$ cat src/rtl/seq_add32_sched_if.sv
// Operand/result handshake bundle for seq_add32_sched.
// Optional ovf signal present only when SEQ_ADD_OVF_EN is defined.
interface seq_add32_sched_if #(
    parameter int DATA_W = 32
) ();
    logic              in_valid;
    logic              in_ready;
    logic              op_sub;
    logic [DATA_W-1:0] x;
    logic [DATA_W-1:0] y;
    logic              c_in;
    logic              out_valid;
    logic              out_ready;
    logic [DATA_W-1:0] sum;
    logic              c_out;
    logic              busy;
`ifdef SEQ_ADD_OVF_EN
    logic              ovf;
`endif

    modport master (
        output in_valid, op_sub, x, y, c_in, out_ready,
        input  in_ready, out_valid, sum, c_out, busy
`ifdef SEQ_ADD_OVF_EN
        , input ovf
`endif
    );

    modport slave (
        input  in_valid, op_sub, x, y, c_in, out_ready,
        output in_ready, out_valid, sum, c_out, busy
`ifdef SEQ_ADD_OVF_EN
        , output ovf
`endif
    );
endinterface

$ cat src/rtl/seq_add32_sched.sv
// Multi-cycle add/sub: one 16-bit adder time-shared over NSEG segments.
// Define SEQ_ADD_OVF_EN to add the registered signed-overflow output.
module full_adder_16bit (
    input  logic [15:0] a,
    input  logic [15:0] b,
    input  logic        cin,
    output logic [15:0] s,
    output logic        cout
);
    assign {cout, s} = {1'b0, a} + {1'b0, b} + {16'd0, cin};
endmodule

module seq_add32_sched #(
    parameter int NSEG  = 2,
    parameter int CNT_W = 3
) (
    input  logic               clk,
    input  logic               reset_n,
    seq_add32_sched_if.slave   bus
);
    localparam int DATA_W = 16 * NSEG;
    localparam logic [1:0] S_IDLE = 2'd0;
    localparam logic [1:0] S_RUN  = 2'd1;
    localparam logic [1:0] S_DONE = 2'd2;
    localparam logic [CNT_W-1:0] LAST_SEG = CNT_W'(NSEG - 1);

    logic [1:0]        state_q, state_d;
    logic [CNT_W-1:0]  seg_cnt_q, seg_cnt_d;
    logic              carry_q, carry_d;
    logic [DATA_W-1:0] xr_q, xr_d;
    logic [DATA_W-1:0] yr_q, yr_d;
    logic [DATA_W-1:0] sum_q, sum_d;
    logic              c_out_q, c_out_d;
    logic              out_valid_q, out_valid_d;
`ifdef SEQ_ADD_OVF_EN
    logic              ovf_q, ovf_d;
`endif

    logic [15:0] seg_a, seg_b, fa_s;
    logic        fa_co;

    // Segment select for the shared adder
    always_comb begin
        seg_a = '0;
        seg_b = '0;
        for (int i = 0; i < NSEG; i++) begin
            if (seg_cnt_q == CNT_W'(i)) begin
                seg_a = xr_q[16*i +: 16];
                seg_b = yr_q[16*i +: 16];
            end
        end
    end

    full_adder_16bit u_fa (
        .a    (seg_a),
        .b    (seg_b),
        .cin  (carry_q),
        .s    (fa_s),
        .cout (fa_co)
    );

    always_comb begin
        state_d     = state_q;
        seg_cnt_d   = seg_cnt_q;
        carry_d     = carry_q;
        xr_d        = xr_q;
        yr_d        = yr_q;
        sum_d       = sum_q;
        c_out_d     = c_out_q;
        out_valid_d = out_valid_q;
`ifdef SEQ_ADD_OVF_EN
        ovf_d       = ovf_q;
`endif
        case (state_q)
            S_IDLE: begin
                // Subtract is x + ~y + ~borrow, so the adder never changes
                if (bus.in_valid) begin
                    xr_d      = bus.x;
                    yr_d      = bus.op_sub ? ~bus.y : bus.y;
                    carry_d   = bus.op_sub ? ~bus.c_in : bus.c_in;
                    seg_cnt_d = '0;
                    state_d   = S_RUN;
                end
            end
            S_RUN: begin
                for (int i = 0; i < NSEG; i++) begin
                    if (seg_cnt_q == CNT_W'(i))
                        sum_d[16*i +: 16] = fa_s;
                end
                carry_d   = fa_co;
                seg_cnt_d = seg_cnt_q + CNT_W'(1);
                if (seg_cnt_q == LAST_SEG) begin
                    state_d     = S_DONE;
                    c_out_d     = fa_co;
                    out_valid_d = 1'b1;
`ifdef SEQ_ADD_OVF_EN
                    // a^b^s at the MSB recovers the carry into it
                    ovf_d = seg_a[15] ^ seg_b[15] ^ fa_s[15] ^ fa_co;
`endif
                end
            end
            S_DONE: begin
                if (bus.out_ready) begin
                    out_valid_d = 1'b0;
                    state_d     = S_IDLE;
                end
            end
            default: state_d = S_IDLE;
        endcase
    end

    always_ff @(posedge clk) begin
        if (!reset_n) begin
            state_q     <= S_IDLE;
            seg_cnt_q   <= '0;
            carry_q     <= 1'b0;
            xr_q        <= '0;
            yr_q        <= '0;
            sum_q       <= '0;
            c_out_q     <= 1'b0;
            out_valid_q <= 1'b0;
`ifdef SEQ_ADD_OVF_EN
            ovf_q       <= 1'b0;
`endif
        end else begin
            state_q     <= state_d;
            seg_cnt_q   <= seg_cnt_d;
            carry_q     <= carry_d;
            xr_q        <= xr_d;
            yr_q        <= yr_d;
            sum_q       <= sum_d;
            c_out_q     <= c_out_d;
            out_valid_q <= out_valid_d;
`ifdef SEQ_ADD_OVF_EN
            ovf_q       <= ovf_d;
`endif
        end
    end

    assign bus.in_ready  = (state_q == S_IDLE);
    assign bus.busy      = (state_q != S_IDLE);
    assign bus.out_valid = out_valid_q;
    assign bus.sum       = sum_q;
    assign bus.c_out     = c_out_q;
`ifdef SEQ_ADD_OVF_EN
    assign bus.ovf       = ovf_q;
`endif
endmodule

$ cat src/flat_wrapper.sv
// flat-port wrapper written by rule: the top's interface ports become plain ports
module seq_add32_sched_flat 
#(
    parameter int NSEG  = 2,
    parameter int CNT_W = 3
)
  (clk, reset_n, bus_in_valid, bus_op_sub, bus_x, bus_y, bus_c_in, bus_out_ready, bus_in_ready, bus_out_valid, bus_sum, bus_c_out, bus_busy);
  seq_add32_sched_if bus_i ();
  input  logic clk;
  input  logic reset_n;
  input wire logic [$bits(bus_i.in_valid)-1:0] bus_in_valid;
  input wire logic [$bits(bus_i.op_sub)-1:0] bus_op_sub;
  input wire logic [$bits(bus_i.x)-1:0] bus_x;
  input wire logic [$bits(bus_i.y)-1:0] bus_y;
  input wire logic [$bits(bus_i.c_in)-1:0] bus_c_in;
  input wire logic [$bits(bus_i.out_ready)-1:0] bus_out_ready;
  output wire logic [$bits(bus_i.in_ready)-1:0] bus_in_ready;
  output wire logic [$bits(bus_i.out_valid)-1:0] bus_out_valid;
  output wire logic [$bits(bus_i.sum)-1:0] bus_sum;
  output wire logic [$bits(bus_i.c_out)-1:0] bus_c_out;
  output wire logic [$bits(bus_i.busy)-1:0] bus_busy;
  assign bus_i.in_valid = bus_in_valid;
  assign bus_i.op_sub = bus_op_sub;
  assign bus_i.x = bus_x;
  assign bus_i.y = bus_y;
  assign bus_i.c_in = bus_c_in;
  assign bus_i.out_ready = bus_out_ready;
  assign bus_in_ready = bus_i.in_ready;
  assign bus_out_valid = bus_i.out_valid;
  assign bus_sum = bus_i.sum;
  assign bus_c_out = bus_i.c_out;
  assign bus_busy = bus_i.busy;
  seq_add32_sched #(.NSEG(NSEG), .CNT_W(CNT_W)) u_core (.clk(clk), .reset_n(reset_n), .bus(bus_i));
endmodule
$ cat config.mk
export PLATFORM = sky130hd
export DESIGN_NAME = seq_add32_sched_flat
export DESIGN_NICKNAME = d
export VERILOG_FILES = /design/src/rtl/seq_add32_sched_if.sv /design/src/rtl/seq_add32_sched.sv /design/src/flat_wrapper.sv
export SDC_FILE = /design/constraint.sdc
export NUM_CORES = 1
export LEC_CHECK = 0
export ABC_AREA = 1
export BUFFER_PORTS_ARGS = -buffer_cell sky130_fd_sc_hd__buf_2
export CAP_MARGIN = 20
export CORE_MARGIN = 1.5
export CORE_UTILIZATION = 60
export CTS_CLUSTER_SIZE = 40
export DETAILED_ROUTE_END_ITERATION = 6
export GPL_ROUTABILITY_DRIVEN = 0
export HOLD_SLACK_MARGIN = 0.15
export PLACE_DENSITY = 0.93
export SYNTH_ARGS = -nofsm -noshare
export SYNTH_HDL_FRONTEND = slang
export SYNTH_SLANG_ARGS = --single-unit
$ cat constraint.sdc
create_clock -name clk -period 6.2 [get_ports clk]
set_input_delay 1.24 -clock clk [delete_from_list [all_inputs] [get_ports clk]]
set_output_delay 1.24 -clock clk [all_outputs]
set_load 0.02 [all_outputs]
* After elaboration in Yosys (flattened, before gate mapping)
Cells that the tools add are included.
Word-level totals: bits in read-only memories 0, input port bits 70, latch bits 0, memory bits (writable) 0, output and inout port bits 36, memories 0, register bits after elaboration 104
Cells by class: reductions and logical operators 11, eq/ne operators 6, muxes and demuxes 17, div/mod/pow operators 0, magnitude comparators 0, shifts and indexed selects 0, multiply operators 0, bitwise logic cells 2, add/sub/neg operators 3
Operator list (number):
- 2-to-1 mux 16 bit | 4
- 2-to-1 mux 32 bit | 1
- inverter 32 bit | 1
- adder 16 x 16 -> 17 bit | 1
- adder 17 x 1 -> 17 bit | 1
- AND reduction 2 bit | 4
- 2-to-1 mux 2 bit | 3
- one-hot mux 2 bit (3 select lines) | 1
- one-hot mux 3 bit (2 select lines) | 1
- AND reduction 3 bit | 2
- nonzero test 2 bit | 3
- 2-to-1 mux 1 bit | 4
- inequality test 2 bit (second input constant) | 2
- one-hot mux 1 bit (2 select lines) | 2
- adder 3 x 1 -> 3 bit (second input constant) | 1
- equality test 3 x 1 -> 1 bit (second input constant) | 1
- zero test 3 bit | 1
- 2-to-1 mux 3 bit | 1
- equality test 2 x 1 -> 1 bit (second input constant) | 1
- equality test 2 bit (second input constant) | 1
- zero test 2 bit | 1
- inequality test 2 x 1 -> 1 bit (second input constant) | 1
- inverter 1 bit | 1

* Logic depth before layout (Yosys ltp)
Gate-level depths: netlist of run 1.
depth in word-level cells 6, depth in mapped cells 22

* Hierarchy
From an unflattened synthesis of run 1, not the netlist that was laid out.
Second synthesis, totals: cells, all modules 799, area total of the unflattened synthesis 5485.3 um2
By module, submodules not included:
- seq_add32_sched | cells each 615, instances 1, area an instance 4493.1 um2
- full_adder_16bit | cells each 184, instances 1, area an instance 992.2 um2

* Worst setup path before layout of run 1
Ideal clock, no wire load.
path type reg2reg, start register u_core.seg_cnt_q[1], end register u_core.sum_q[24], in the netlist u_core.bus.sum[24], arrival time 2.667 ns, path slack 3.424 ns, library setup time 0.109 ns, stages on the path, launching flop included 20, clock period less this slack 2.776 ns, buffers on the path 1, data required time 6.091 ns, path through dfxtp_1 > inv_1 > ha_1 > inv_1 > nor2_2 > inv_1 > buf_2 > o21ai_0 > o21ai_0 > fa_1 > fa_1 > inv_1 > nand3_1 > nand3_1 > nand2_1 > nand2_1 > xnor2_1 > nand2_1 > nand2_1 > inv_1
On the way: word-level cells in the longest chain between the ends 5, elaborated cells on any way between the ends 9, those cells by class 2 x add/sub; 1 x eq/ne; 4 x mux; 2 x reduce/logical
Ends and longest elaborated chain:
- start, declared | RTL line seq_add32_sched.sv:28 | logic [CNT_W-1:0] seg_cnt_q, seg_cnt_d;
- start signal, assigned | RTL line seq_add32_sched.sv:127 | seg_cnt_q <= seg_cnt_d;
- zero test 3 bit | RTL line seq_add32_sched.sv:47 | if (seg_cnt_q == CNT_W'(i)) begin
- 2-to-1 mux 16 bit (2 in series) | RTL line seq_add32_sched.sv:47
- adder 16 x 16 -> 17 bit | RTL line seq_add32_sched.sv:10 | assign {cout, s} = {1'b0, a} + {1'b0, b} + {16'd0, cin};
- adder 17 x 1 -> 17 bit | RTL line seq_add32_sched.sv:10
- end signal, assigned | RTL line seq_add32_sched.sv:131 | sum_q <= sum_d;
- end, declared | RTL line seq_add32_sched.sv:32 | logic [DATA_W-1:0] sum_q, sum_d;
Parallel ways exist; a longest one is shown, timed or not. A chain may end at the register's enable or synchronous reset.

* Worst setup path in the final report of run 1
start register u_core.seg_cnt_q[1], end register u_core.carry_q
On the way: word-level cells in the longest chain between the ends 6, elaborated cells on any way between the ends 9, those cells by class 2 x add/sub; 1 x eq/ne; 5 x mux; 1 x reduce/logical
Ends and longest elaborated chain:
- zero test 3 bit | RTL line seq_add32_sched.sv:47
- 2-to-1 mux 16 bit (2 in series) | RTL line seq_add32_sched.sv:47
- adder 16 x 16 -> 17 bit * | RTL line seq_add32_sched.sv:10
- adder 17 x 1 -> 17 bit * | RTL line seq_add32_sched.sv:10
- one-hot mux 1 bit (2 select lines) * | RTL line seq_add32_sched.sv:74 | case (state_q)
- end signal, assigned | RTL line seq_add32_sched.sv:128 | carry_q <= carry_d;
- end, declared | RTL line seq_add32_sched.sv:29 | logic carry_q, carry_d;
Mark *: on every way between the ends. The rest lies on a longest branch, timed or not.

==> results of run 1 <==
[kinds of logic after synthesis]
logic type / after synthesis / synth area share (%)
buffers and inverters: 152 / 12.0
flip-flops: 104 / 36.7
XOR/XNOR: 39 / 6.01
adder cells (fa/ha/maj): 20 / 4.67
AO/OA/AOI/OAI: 156 / 16.2
AND/OR/NAND/NOR: 338 / 24.5
[worst paths after layout]
path                     to  slack [ns]  cells after the start
max          u_core.carry_q        2.14                     17
min          u_core.yr_q[0]        0.47                      2
max reg2reg  u_core.carry_q        2.14                     17
min reg2reg  u_core.yr_q[0]        0.47                      2
[metal layers]
metal / up-vias / GRT usage [%] / routed length (um)
met4: 0 / 13.0 / 461
met1: 2392 / 36.5 / 5840
met5: - / 0 / 0
met2: 222 / 42.1 / 5760
li1: 2697 / - / -
met3: 49 / 4.74 / 918
[cell usage in the layout (no fill, tap or decap), drive strengths merged, types with 4 or more instances in the layout]
master	netlist	routed
buf	31	108
nor2	145	145
inv	110	110
clkbuf	11	11
nor3	4	4
a21oi	34	34
ha	18	18
xnor2	19	19
dfxtp	104	104
a211oi	18	18
xor2	20	20
o21ai	98	98
nand2	139	139
nand3	48	48
[power by group through the flow]
stage                     Clock [mW]  Combinational (mW)  Sequential [mW]
after floorplan                    0               0.372            0.805
after global placement             0               0.495            0.787
after detailed placement           0               0.507            0.788
after CTS                      0.399               0.513            0.773
after global routing           0.426               0.587            0.780
final                          0.395               0.521            0.774
[through the flow]
step	std cells	setup WS, ns	hold slack [ns]
4_1_cts	999	2.19	0.460
2_1_floorplan	809	3.42	0.425
3_5_place_dp	985	2.27	0.445
3_3_place_gp	985	2.47	0.436
6_report	1000	2.14	0.465
5_1_grt	1000	1.71	0.481
[state kept, by name, summed over array words and instances (netlist names)]
name,flops
u_core.bus.c_out,1
u_core.bus.out_valid,1
u_core.bus.sum,32
u_core.carry_q,1
u_core.seg_cnt_q,3
u_core.state_q,2
u_core.xr_q,32
u_core.yr_q,32
[worst max-delay path, cell delays in order (launching register included)]
cell and delay [ns]:
sky130_fd_sc_hd__dfxtp_1 0.37, sky130_fd_sc_hd__inv_1 0.08, sky130_fd_sc_hd__ha_1 0.17, sky130_fd_sc_hd__inv_1 0.59, sky130_fd_sc_hd__nor2_2 0.27, sky130_fd_sc_hd__inv_1 0.54
sky130_fd_sc_hd__o21ai_0 0.21, sky130_fd_sc_hd__fa_1 0.47, sky130_fd_sc_hd__fa_1 0.42, sky130_fd_sc_hd__inv_1 0.10, sky130_fd_sc_hd__nand3_1 0.07, sky130_fd_sc_hd__nand3_1 0.13
sky130_fd_sc_hd__nand2_1 0.07, sky130_fd_sc_hd__nand2_1 0.10, sky130_fd_sc_hd__nand2_1 0.06, sky130_fd_sc_hd__nand2_1 0.10, sky130_fd_sc_hd__nand2_1 0.07, sky130_fd_sc_hd__a21oi_1 0.16
[layout make-up]
type,instances,area share [%]
Timing Repair Buffer,108,8.84
Sequential cell,104,33.1
Tap cell,111,2.21
Multi-Input combinational cell,553,46.4
Clock inverter,3,0.717
Inverter,110,6.57
Clock buffer,11,2.09
==> metrics.md, run 1 <==
| Metric | Value |
|---|---|
| Worst Path Class, Setup | `register to register` |
| Core region area | `just over 9000 um2` |
| I/O pins | `106` |
| Starting DRT DRC Count | `399` |
| Max IR drop VDD | `0.155 mV` |
| DRT Wirelength | `13000 um` |
| Most common library cells after synthesis | `139 x sky130_fd_sc_hd__nor2_1, 138 x sky130_fd_sc_hd__nand2_1, 104 x sky130_fd_sc_hd__dfxtp_1` |
| Mean number of vias per cell | `5.36` |
| Register bit count reported by yosys | `104` |
| DR WL/cell | `13.0 um` |
| Arrival time of data at the critical path endpoint | `4.33 ns` |
| Startpoint of the most critical register-to-register path | `u_core.seg_cnt_q[1]` |
| Largest fanout of any net on the critical path | `29` |
| Portion of the post-synthesis area used by sequential elements | `36.7%` |
| CTS Hold Bufs | `0` |
| Number of synthesized flops with an enable pin | `0` |
| Min Clock Period, post-route | `4.06 ns` |
| Max-cap viol count | `0` |
| Number of distinct library cell variants in the gate-level netlist after synthesis | `31` |
| Final setup violation count | `0` |
| Wire length of the first global-routing pass | `22000 um` |
| Worst max-slew margin expressed relative to the limit | `35.7%` |
| Post-CTS Resized | `0` |
| Overall power of the completed layout | `1.69 mW` |
| Share of final-layout standard cells stronger than drive strength 1 | `16.9%` |
| Power density over the cells | `269 nW/um2` |
| Number of pins with negative max-slew slack in the final report | `0` |
| Number of buffers created by CTS | `9` |
| Antenna Nets Post-Route | `0` |
| Required time worst endpoint | `between 6 and 7 ns` |
| Leading post-synthesis cells by cell area | `sky130_fd_sc_hd__dfxtp_1 37%, sky130_fd_sc_hd__nor2_1 9.2%, sky130_fd_sc_hd__nand2_1 9.1%` |
| Drt first pass iters | `5` |
| Final instance area | `6280 um2` |
| Clock network fraction of total power | `23.4%` |
| Average cell area after synthesis | `7.02 um2` |
| Switching component of the power | `around 0.59 mW` |
| Antenna diode count | `0` |
| Final worst path period share | `65.4%` |
| Number of instances in the synthesized netlist | `between 800 and 900` |
| Cell type with the largest total area after synthesis | `sky130_fd_sc_hd__dfxtp_1` |
| Number of remaining DRC errors | `0` |
| Combinational fraction of design power | `30.8%` |
| CTS Root Buffer Type | `sky130_fd_sc_hd__clkbuf_8` |
| Antenna violations before repair | `0` |
| Hold path startpoint | `u_core.yr_q[0]` |
| Final worst clock skew | `0.00999 ns` |
| Chip width | `100 um` |
| Number of warnings reported in the yosys synthesis log | `0` |
| Cell-internal power | `1.10 mW` |
| Maximum number of pins on one net before global-route repair | `68` |
| Post-detailed-placement half-perimeter wirelength | `9560 um` |
| Launch point of the worst path | `u_core.seg_cnt_q[1]` |
| Post-Synthesis Net Count | `899` |
| RSZ-0062 raised after global routing | `no` |
| TritonCTS clock tree | `built` |
| Maximum count of clock buffers along a single path | `2` |
| Overall track demand over capacity in global routing | `roughly 27%` |
| Share of the synthesized area in the top cell type | `36.7%` |
| Instance area after placement | `6090 um2` |
| Vias in the first global route | `4879` |
| Insertion delay of the later-clocked pin in the worst-skew pair | `0.37 ns` |
| Die height | `100 um` |
| Path class of the lowest-slack min-delay path | `register to register` |
| Part of the total power dissipated in sequential elements | `45.8%` |
| Startpoint class of the critical path | `register` |
| FFs w/ async S/R, synth | `0%` |
| Top-count cell post-synth | `sky130_fd_sc_hd__nor2_1` |
| Clock Sink Count | `~100` |
| Synth Cell Area | `5680 um2` |
| Gr ovfl total | `0` |
| CTS H-tree lvls | `3` |
| Clk pin slew, worst setup/hold paths | `0.09 ns` |
| Buffer count from post-CTS setup fixing | `0` |
| Highest achievable clock rate | `around 250 MHz` |
| Result of the run | `finished clean` |
| DIE AREA | `10100 um2` |
| Least-Margin Pin Slew | `0.962 ns` |
| Hold violation total from the final report | `0` |
| Sequential cell area | `2080 um2` |
| Number of fillers in the final layout | `796` |
| Quantity of I/O buffers inserted on ports | `105` |
| Static power due to leakage | `3.16 nW` |
| Setup Total Neg Slack | `0 ns` |
| Area grow syn2layout | `10.6%` |
| Post-synth top flop | `sky130_fd_sc_hd__dfxtp_1` |
| Via count | `5360` |
| Effective utilization at floorplan | `61.8%` |
| Endpoint class of the critical path | `register` |
| Footprint of the multi-input gates | `2920 um2` |
| Post-layout nets | `976` |
| Switching power as a share of total power | `35.1%` |
| Row count | `35` |
| Core Util, Final | `68.3%` |
Power figures use the tool's default switching activity.
==> run 2, diff against run 1 <==
- CORE_UTILIZATION: 60 -> 56
- PLACE_DENSITY: 0.93 -> 0.88
- clock period: 6.2 -> 3.8 ns (I/O delays scaled with it)
==> metrics.md, run 2 (synthesized netlist as in run 1, its figures left out) <==
| Metric | Value |
|---|---|
| Result of the run | `finished clean` |
| Mean number of vias per cell | `5.07` |
| Endpoint class of the critical path | `register` |
| Most common library cell in the layout ignoring fill and taps | `sky130_fd_sc_hd__nor2_1` |
| Chip width | `104 um` |
| Number of pins with negative max-slew slack in the final report | `0` |
| Post-detailed-placement half-perimeter wirelength | `~9300 um` |
| CP endpoint | `u_core.bus.sum[8]` |
| Antenna violations before repair | `0` |
| Number of buffers created by CTS | `9` |
| Quantity of I/O buffers inserted on ports | `about 110` |
| Buffer count from post-CTS setup fixing | `0` |
| Hold violation total from the final report | `0` |
| Largest fanout of any net on the critical path | `17` |
| DRT Wirelength | `12600 um` |
| Path class of the lowest-slack min-delay path | `register to register` |
| Row count | `36` |
| DIE AREA | `10800 um2` |
| Drt first pass iters | `6` |
| Highest achievable clock rate | `309 MHz` |
| Core region area | `9820 um2` |
| Startpoint class of the critical path | `register` |
| Max-cap viol count | `0` |
| Required time worst endpoint | `around 4.1 ns` |
| I/O pins | `106` |
| Post-CTS Resized | `0` |
| Worst slack on hold paths | `0.455 ns` |
| Area grow syn2layout | `11.8%` |
| RSZ-0062 raised after global routing | `no` |
| Core Util, Final | `64.7%` |
| Arrival time of data at the critical path endpoint | `3.51 ns` |
| Overall track demand over capacity in global routing | `24.2%` |
| Post-layout nets | `979` |
| Pre-CTS WS | `0.617 ns` |
| Endpoint of the worst-slack reg-to-reg timing path | `u_core.bus.sum[8]` |
| Clock Sink Count | `104` |
| Via count | `5209` |
| Overall power of the completed layout | `between 2 and 3 mW` |
| Die height | `slightly above 100 um` |
| Launch point of the worst path | `u_core.seg_cnt_q[0]` |
| Worst Path Class, Setup | `register to register` |
| Clk pin slew, worst setup/hold paths | `around 0.11 ns` |
| Share of final-layout standard cells stronger than drive strength 1 | `17.6%` |
| Final setup violation count | `0` |
| Final worst path period share | `85.3%` |
| DR WL/cell | `between 10 and 15 um` |
| TritonCTS clock tree | `built` |
| CTS Hold Bufs | `0` |
| Setup Total Neg Slack | `0 ns` |
| Starting DRT DRC Count | `~380` |
| CTS Root Buffer Type | `sky130_fd_sc_hd__clkbuf_8` |
| R2R Setup Slk | `0.56 ns` |
| Commonest non-fill, non-tap cells in the layout | `139 x sky130_fd_sc_hd__nor2_1, 138 x sky130_fd_sc_hd__nand2_1, 105 x sky130_fd_sc_hd__buf_2` |
| Number of remaining DRC errors | `0` |
| Min Clock Period, post-route | `roughly 3.2 ns` |
| CTS H-tree lvls | `3` |
| Static power due to leakage | `3.19 nW` |
| Cell depth of the worst flop-to-flop path | `18` |
| Power density over the cells | `443 nW/um2` |
| Maximum number of pins on one net before global-route repair | `68` |
| Startpoint of the most critical register-to-register path | `u_core.seg_cnt_q[0]` |
| Final worst clock skew | `between 0.015 and 0.02 ns` |
| Antenna Nets Post-Route | `0` |
| Insertion delay of the later-clocked pin in the worst-skew pair | `0.38 ns` |
| Wire length of the first global-routing pass | `21500 um` |
| Least-Margin Pin Slew | `about 1 ns` |
| Antenna diode count | `0` |
| Gr ovfl total | `0` |
| Max IR drop VDD | `between 0.2 and 0.25 mV` |
| Setup slack of the critical path after layout | `0.559 ns` |
| Maximum count of clock buffers along a single path | `2` |
| Effective utilization at floorplan | `57.8%` |
| Worst max-slew margin expressed relative to the limit | `34.7%` |
| Vias in the first global route | `~4.7k` |
run 2: cell type report:
type / count / area (um2)
sequential: 104 / 2080
tap: 133 / 166
clock inverter: 7 / 75.1
timing repair buffer: 111 / 571
clock buffer: 9 / 124
inverter: 110 / 413
fill: 907 / 3470
multi-input combinational: 553 / 2920
run 2: per-layer routing:
metal  up-vias  routed length [um]  global-route usage (%)
li1       2703                   -                       -
met1      2295                6000                    34.7
met2       187                5370                    36.3
met3        24                 819                    3.15
met4         0                 371                    10.5
met5         -                   0                       0
run 2: metrics by stage:
step / cells / instance area (um2)
2_1_floorplan: 809 / 5680
3_3_place_gp: 1011 / 6150
6_report: 1027 / 6350
4_1_cts: 1027 / 6350
3_5_place_dp: 1011 / 6150
5_1_grt: 1027 / 6350
run 2: worst min-delay path by stage:
stage,slack [ns],endpoint,cells past startpoint,start
floorplan,0.42,u_core.xr_q[20],2,u_core.xr_q[20]
global placement,0.44,u_core.yr_q[22],2,u_core.yr_q[22]
detailed placement,0.44,u_core.yr_q[22],2,u_core.yr_q[22]
CTS,0.46,u_core.yr_q[21],2,u_core.yr_q[21]
global route,0.48,u_core.yr_q[23],2,u_core.yr_q[23]
finish,0.46,u_core.yr_q[21],2,u_core.yr_q[21]
run 2: critical path: stages, from the launching register on:
cell                      delay (ns)
sky130_fd_sc_hd__dfxtp_1        0.35
sky130_fd_sc_hd__inv_1          0.09
sky130_fd_sc_hd__ha_1           0.15
sky130_fd_sc_hd__nand2_1        0.29
sky130_fd_sc_hd__inv_2          0.35
sky130_fd_sc_hd__nand2_1        0.10
sky130_fd_sc_hd__nand2_1        0.06
sky130_fd_sc_hd__o21ai_0        0.11
sky130_fd_sc_hd__fa_1           0.43
sky130_fd_sc_hd__fa_1           0.41
sky130_fd_sc_hd__inv_1          0.10
sky130_fd_sc_hd__nand3_1        0.07
sky130_fd_sc_hd__nand3_1        0.12
sky130_fd_sc_hd__nand2_1        0.07
sky130_fd_sc_hd__nand2_1        0.09
sky130_fd_sc_hd__xnor2_1        0.14
sky130_fd_sc_hd__nand2_1        0.07
sky130_fd_sc_hd__nand2_1        0.08
sky130_fd_sc_hd__inv_1          0.03
run 2: where the power goes:
group / total (mW) / switching, mW / internal (mW) / leakage, nW
clock: 0.705 / 0.393 / 0.312 / 0.105
sequential: 1.26 / 0.0566 / 1.20 / 0.857
combinational: 0.848 / 0.556 / 0.292 / 2.23
